## config.mk

```make
export PLATFORM = sky130hd
export DESIGN_NAME = rr_grant_dispatcher
export DESIGN_NICKNAME = d
export VERILOG_FILES = /design/src/rtl/rr_grant_dispatcher.sv
export SDC_FILE = /design/constraint.sdc
export NUM_CORES = 1
export LEC_CHECK = 0
export BUFFER_PORTS_ARGS = -buffer_cell sky130_fd_sc_hd__buf_2
export CORE_AREA = 2 2 243 245
export CTS_CLUSTER_DIAMETER = 60
export DETAILED_ROUTE_END_ITERATION = 10
export DIE_AREA = 0 0 245 247
export PLACE_DENSITY = 0.32
export SLEW_MARGIN = 10
export SYNTH_ARGS = -nofsm -noshare
export SYNTH_HDL_FRONTEND = slang
export SYNTH_SLANG_ARGS = --single-unit
```

## constraint.sdc

```tcl
create_clock -name i_clk -period 3.75 [get_ports i_clk]
set_input_delay 0.75 -clock i_clk [delete_from_list [all_inputs] [get_ports i_clk]]
set_output_delay 0.75 -clock i_clk [all_outputs]
set_load 0.005 [all_outputs]
```

## src/rtl/rr_grant_dispatcher.sv

```systemverilog
// Requester-side companion of a round-robin arbiter: raises requests, accepts a legal
// one-hot grant, then forwards the winning port's packet onto one egress bus until its last beat.
module rr_grant_dispatcher #(
   parameter int N_REQ  = 16,
   parameter int DATA_W = 32
) (
   input  logic                      i_clk,
   input  logic                      i_rst_n,
   input  logic [N_REQ-1:0]          i_port_valid,
   input  logic [N_REQ*DATA_W-1:0]   i_port_data,
   input  logic [N_REQ-1:0]          i_port_last,
   output logic [N_REQ-1:0]          o_port_ready,
   output logic [N_REQ-1:0]          o_req,
   input  logic [N_REQ-1:0]          i_grant,
   output logic                      o_valid,
   output logic [DATA_W-1:0]         o_data,
   output logic                      o_last,
   input  logic                      i_ready,
   output logic                      o_busy,
   output logic                      o_grant_err
);

   localparam int SEL_W = (N_REQ > 1) ? $clog2(N_REQ) : 1;
   localparam logic [N_REQ-1:0] ONE_V  = N_REQ'(1);
   localparam logic [N_REQ-1:0] ZERO_V = {N_REQ{1'b0}};

   typedef enum logic [1:0] {
      S_IDLE = 2'd0,
      S_REQ  = 2'd1,
      S_XFER = 2'd2
   } state_t;

   state_t             r_state;
   logic [SEL_W-1:0]   r_sel;
   logic [N_REQ-1:0]   r_req;
   logic               r_busy;
   logic               r_grant_err;

   state_t             w_state_nxt;
   logic [SEL_W-1:0]   w_sel_nxt;
   logic [N_REQ-1:0]   w_req_nxt;
   logic               w_grant_err_nxt;
   logic               w_onehot;
   logic               w_legal;
   logic [DATA_W-1:0]  w_sel_data;
   logic               w_accept_last;

   // Index of a one-hot vector; OR-combining is exact because at most one bit is set.
   function automatic logic [SEL_W-1:0] f_onehot_idx(input logic [N_REQ-1:0] vec);
      logic [SEL_W-1:0] idx;
      idx = {SEL_W{1'b0}};
      for (int k = 0; k < N_REQ; k++) begin
         idx = idx | (vec[k] ? SEL_W'(k) : {SEL_W{1'b0}});
      end
      return idx;
   endfunction

   assign w_onehot   = (i_grant != ZERO_V) && ((i_grant & (i_grant - ONE_V)) == ZERO_V);
   assign w_legal    = w_onehot && ((i_grant & r_req) != ZERO_V);
   assign w_sel_data = i_port_data[r_sel*DATA_W +: DATA_W];

   // Egress pass-through from the locked port; everything is quiet outside XFER.
   always_comb begin
      o_valid      = 1'b0;
      o_data       = {DATA_W{1'b0}};
      o_last       = 1'b0;
      o_port_ready = ZERO_V;
      if (r_state == S_XFER) begin
         o_valid             = i_port_valid[r_sel];
         o_data              = w_sel_data;
         o_last              = i_port_last[r_sel];
         o_port_ready[r_sel] = i_ready;
      end else begin
         o_valid = 1'b0;
      end
   end

   assign w_accept_last = o_valid && i_ready && o_last;

   // Next-state, next request vector, selected port and grant-error decode.
   always_comb begin
      w_state_nxt     = r_state;
      w_sel_nxt       = r_sel;
      w_req_nxt       = ZERO_V;
      w_grant_err_nxt = 1'b0;
      case (r_state)
         S_IDLE: begin
            w_req_nxt = i_port_valid;
            if (i_port_valid != ZERO_V) begin
               w_state_nxt = S_REQ;
            end else begin
               w_state_nxt = S_IDLE;
            end
         end
         S_REQ: begin
            w_req_nxt = i_port_valid;
            if (w_legal) begin
               w_sel_nxt   = f_onehot_idx(i_grant);
               w_req_nxt   = ZERO_V;
               w_state_nxt = S_XFER;
            end else if (i_grant != ZERO_V) begin
               w_grant_err_nxt = 1'b1;
               w_state_nxt     = S_REQ;
            end else if (i_port_valid == ZERO_V) begin
               w_state_nxt = S_IDLE;
            end else begin
               w_state_nxt = S_REQ;
            end
         end
         S_XFER: begin
            if (w_accept_last) begin
               w_state_nxt = S_IDLE;
            end else begin
               w_state_nxt = S_XFER;
            end
         end
         default: begin
            w_state_nxt = S_IDLE;
            w_sel_nxt   = {SEL_W{1'b0}};
         end
      endcase
   end

   // State and registered outputs.
   always_ff @(posedge i_clk or negedge i_rst_n) begin
      if (!i_rst_n) begin
         r_state     <= S_IDLE;
         r_sel       <= {SEL_W{1'b0}};
         r_req       <= ZERO_V;
         r_busy      <= 1'b0;
         r_grant_err <= 1'b0;
      end else begin
         r_state     <= w_state_nxt;
         r_sel       <= w_sel_nxt;
         r_req       <= w_req_nxt;
         r_busy      <= (w_state_nxt == S_XFER);
         r_grant_err <= w_grant_err_nxt;
      end
   end

   assign o_req       = r_req;
   assign o_busy      = r_busy;
   assign o_grant_err = r_grant_err;

endmodule
```

==> results.py <==
metrics = {
    "drt": {
        "num_vias": 6847,
        "detail_route.wirelength_mm": 40.2,
        "dr.first_iter.drc_count": 255,
        "route.detailed.vias_per_inst": 3.86,
        "remaining_drc_errors": 0,
        "detail_route.first_pass.iterations": 4,
        "detail_route.wl_per_cell_um": 22.7,
        "postRouteAntennaNets": 0,
    },
    "timing": {
        "setup_slack_ps": 275,
        "clock.fmax_mhz": 288,
        "setup_total_negative_slack_ps": 0,
        "slew_viol_final": 0,
        "timing.clock.skew_ps": 4.53,
        "finalWorstPathRequiredPeriod_ps": 3470,
        "finalCritPeriodShare_pct": 92.7,
        "finalHoldWorstSlack_ps": 477,
        "number_of_failing_hold_endpoints_at_the_final_stage": 0,
        "setup_violations": 0,
        "timing_worst_slew_pin_value_ps": 894,
        "worst_slew_margin_rel_pct": 40.4,
        "grt_setup_unrepaired": "no",
    },
    "place": {
        "numPlacedInstances": 1760,
        "place_worst_setup_slack_ps": 501,
        "gpl.final_weighted_congestion": 0.867,
        "place.detailed.hpwl_mm": 35.9,
        "numPortBuffers": 630,
    },
    "worst_setup_path": {
        "timing.critical_path.required_ps": 3000,
        "critical_path.max_fanout": 62,
        "critical-path-max-stage-delay_ps": 510,
        "worstSetupStartpointType": "flop",
        "crit_reg_reg_startpoint": "r_sel[0]$_DFFE_PN0P_",
        "reg2reg_slack_ps": 1390,
        "critical_path.cell_chain": "buf_12, buf_4, mux4_2, mux4_2, and2_1, buf_2",
        "crit_top_cell": "sky130_fd_sc_hd__mux4_2",
        "timing.critical_path.arrival_ps": 2720,
        "crit_path_end_kind": "primary output",
        "r2r.worst_path.cells": 6,
        "critPathKind": "flop to primary output",
        "cpMaxStageDelayCell": "sky130_fd_sc_hd__mux4_2",
        "terminus_of_the_critical_flop_to_flop_path": "r_state[1]$_DFF_PN0_",
    },
    "power": {
        "power_frac_seq_pct": 26.5,
        "max_ir_drop_vdd_uv": 183,
        "sw_frac_of_total_pct": 31.8,
        "power.static_leakage_nw": 4.14,
        "power.share.combinational_pct": 54.2,
        "p_clk_share_pct": 19.3,
        "p_int_w": 0.000912,
        "power.density_cell_area_nw_per_um2": 137,
        "netSwitchingPower_w": 0.000426,
        "report.power.total_w": 0.00134,
    },
    "synth": {
        "yosysMostFrequentCell": "sky130_fd_sc_hd__mux4_2",
        "summed_instance_area_of_the_synthesized_netlist_um2": 5570,
        "yosys-top-cells-count": "sky130_fd_sc_hd__mux4_2, sky130_fd_sc_hd__and2_1, sky130_fd_sc_hd__nor2_1",
        "postSynthCellCount": 390,
        "synth_largest_area_cell": "sky130_fd_sc_hd__mux4_2",
        "synthesis.area_per_instance_um2": 14.3,
        "synth-seq-cells": 24,
        "synth_ff_type": "sky130_fd_sc_hd__dfrtp_1",
        "synth.lib_cells_used.distinct": 43,
        "synth_largest_type_area_fraction_pct": 68.3,
        "post_synth_main_area_contributors": "sky130_fd_sc_hd__mux4_2, sky130_fd_sc_hd__dfrtp_1, sky130_fd_sc_hd__and2_1",
        "synth_nets": 953,
        "synth.yosys.warnings": 0,
        "share_of_synthesized_area_occupied_by_flip_flops_and_latches_pct": 10.8,
        "synthArstFlopShare_pct": 100,
        "synth_enable_flop_cells": 0,
    },
    "global_routing": {
        "grt_max_degree": 72,
        "grt_pass1_vias": 7592,
        "grt-ovfl-total": 0,
        "grt_first_pass_wirelength_mm": 55.0,
        "global_routing_usage_summed_across_all_routing_layers_pct": 12.6,
        "initial_antenna_violation_count": 27,
    },
    "cts": {
        "cts.clk_slew.worst_paths_ps": 60,
        "cts.htree.levels": 1,
        "cts_hold_repair.buffers": 0,
        "max-clock-path-buffers": 2,
        "clock_tree.root_cell": "sky130_fd_sc_hd__clkbuf_16",
        "clock_sink_count": 24,
        "cts_resized": 0,
        "cts_made_buffers": 3,
        "postCtsSetupRepairBufs": 0,
        "insertion_delay_ps": 260,
        "cts_tree": "yes",
    },
    "floorplanning": {
        "core_area_um2": 58200,
        "floorplan.die_area_um2": 60500,
        "chipWidth_um": 245,
        "placementRows": 89,
        "die_height_um": 247,
        "floorplan.initialDensity_pct": 9.57,
        "floorplan.io_pins": 631,
    },
    "finish": {
        "post_layout_cell_count": 1773,
        "layout-drive-gt1-share_pct": 83.2,
        "area_taken_by_multi_input_logic_gates_um2": 4740,
        "area_delta_synth_final_pct": 75.3,
        "layout.filler_cells": 6597,
        "sequential_cell_area_um2": 613,
        "layout.nets": 1555,
    },
    "job": {
        "max-cap-violations": 0,
    },
    "min_path": {
        "hold_path_class": "primary input to async pin",
    },
    "status": {
        "outcome": "finished, final reports clean",
    },
}
[sequential cells by signal, indices dropped and copies added, names as in the netlist]
signal	cells
r_sel	4
o_req	16
o_grant_err	1
o_busy	1
r_state	2
[routing by layer]
| metal | vias to the layer above | routed length, um | global-route usage (%) |
|---|---|---|---|
| met1 | 3435 | 15400 | 15.1 |
| met4 | 12 | 554 | 2.19 |
| met3 | 45 | 3780 | 3.61 |
| met2 | 390 | 20300 | 22.6 |
| li1 | 2965 | - | - |
| met5 | - | 166 | 1.23 |
[through the flow]
stage               area [um^2]  utilization [%]
CTS                        9750             16.7
global placement           9660             16.6
global route               9760             16.8
detailed placement         9660             16.6
floorplan                  5570                -
finish                     9770             16.8
[worst max-delay path, delay by kind of cell, from the launching register on]
family	cells	cell delay, ps
mux	2	980
flops	1	440
simple gates	1	170
buf+inv	3	780
[how the worst max path moves through the flow]
stage | from | endpoint | slack (ps) | cells after the start
floorplan | r_sel[1]$_DFFE_PN0P_ | o_data[19] | 1000 | 6
global placement | r_sel[0]$_DFFE_PN0P_ | o_data[5] | 530 | 6
detailed placement | r_sel[0]$_DFFE_PN0P_ | o_data[6] | 500 | 6
CTS | r_sel[0]$_DFFE_PN0P_ | o_data[6] | 210 | 6
global route | r_sel[0]$_DFFE_PN0P_ | o_data[6] | 100 | 6
finish | r_sel[0]$_DFFE_PN0P_ | o_data[6] | 280 | 6
[power groups by stage]
stage | combinational, W | clock (W) | sequential, W
3_3_place_gp | 0.000729 | 0 | 0.000368
5_1_grt | 0.000779 | 0.000278 | 0.000368
4_1_cts | 0.000732 | 0.000267 | 0.000363
6_report | 0.000725 | 0.000259 | 0.000354
2_1_floorplan | 0.000359 | 0 | 0.000282
3_5_place_dp | 0.000731 | 0 | 0.000368
[layout by cell type (no fill, tap or decap), types with 2 or more instances in the layout]
master	instances
sky130_fd_sc_hd__or3_1	4
sky130_fd_sc_hd__dfrtp_4	3
sky130_fd_sc_hd__inv_1	3
sky130_fd_sc_hd__o22ai_1	3
sky130_fd_sc_hd__nand2_1	6
sky130_fd_sc_hd__nand3b_1	3
sky130_fd_sc_hd__nor3_1	4
sky130_fd_sc_hd__o21ai_0	2
sky130_fd_sc_hd__nor2_1	26
sky130_fd_sc_hd__nand3_1	2
sky130_fd_sc_hd__diode_2	9
sky130_fd_sc_hd__a22o_1	4
sky130_fd_sc_hd__a2111oi_0	2
sky130_fd_sc_hd__or4_1	2
sky130_fd_sc_hd__buf_2	630
sky130_fd_sc_hd__a311o_1	3
sky130_fd_sc_hd__dfrtp_1	20
sky130_fd_sc_hd__buf_12	6
sky130_fd_sc_hd__and2_1	48
sky130_fd_sc_hd__nor2b_1	3
sky130_fd_sc_hd__maj3_1	2
sky130_fd_sc_hd__a211oi_1	2
sky130_fd_sc_hd__nand4_1	2
sky130_fd_sc_hd__nor4_1	9
sky130_fd_sc_hd__buf_4	7
sky130_fd_sc_hd__mux4_2	169
sky130_fd_sc_hd__a221oi_1	4
sky130_fd_sc_hd__clkbuf_16	3
[kinds of logic (layout without fill, tap and decap cells)]
kind of cell / after synthesis / in the layout / share of synthesized area [%]
adder cells (fa/ha/maj): 2 / 2 / 0.359
AND/OR/NAND/NOR: 116 / 116 / 11.9
multiplexers: 171 / 171 / 68.7
buffers and inverters: 50 / 651 / 4.33
other: 0 / 9 / 0
flip-flops: 24 / 24 / 10.8
AO/OA/AOI/OAI: 27 / 27 / 3.93
[final cells by class]
| cell class | count | area share (%) |
|---|---|---|
| multi-input combinational | 316 | 48.5 |
| timing repair buffer | 643 | 34.0 |
| tap | 773 | 9.90 |
| sequential | 24 | 6.27 |
| clock buffer | 4 | 0.909 |
| antenna | 9 | 0.231 |
| inverter | 4 | 0.154 |
(Power assumes the default switching activity.)
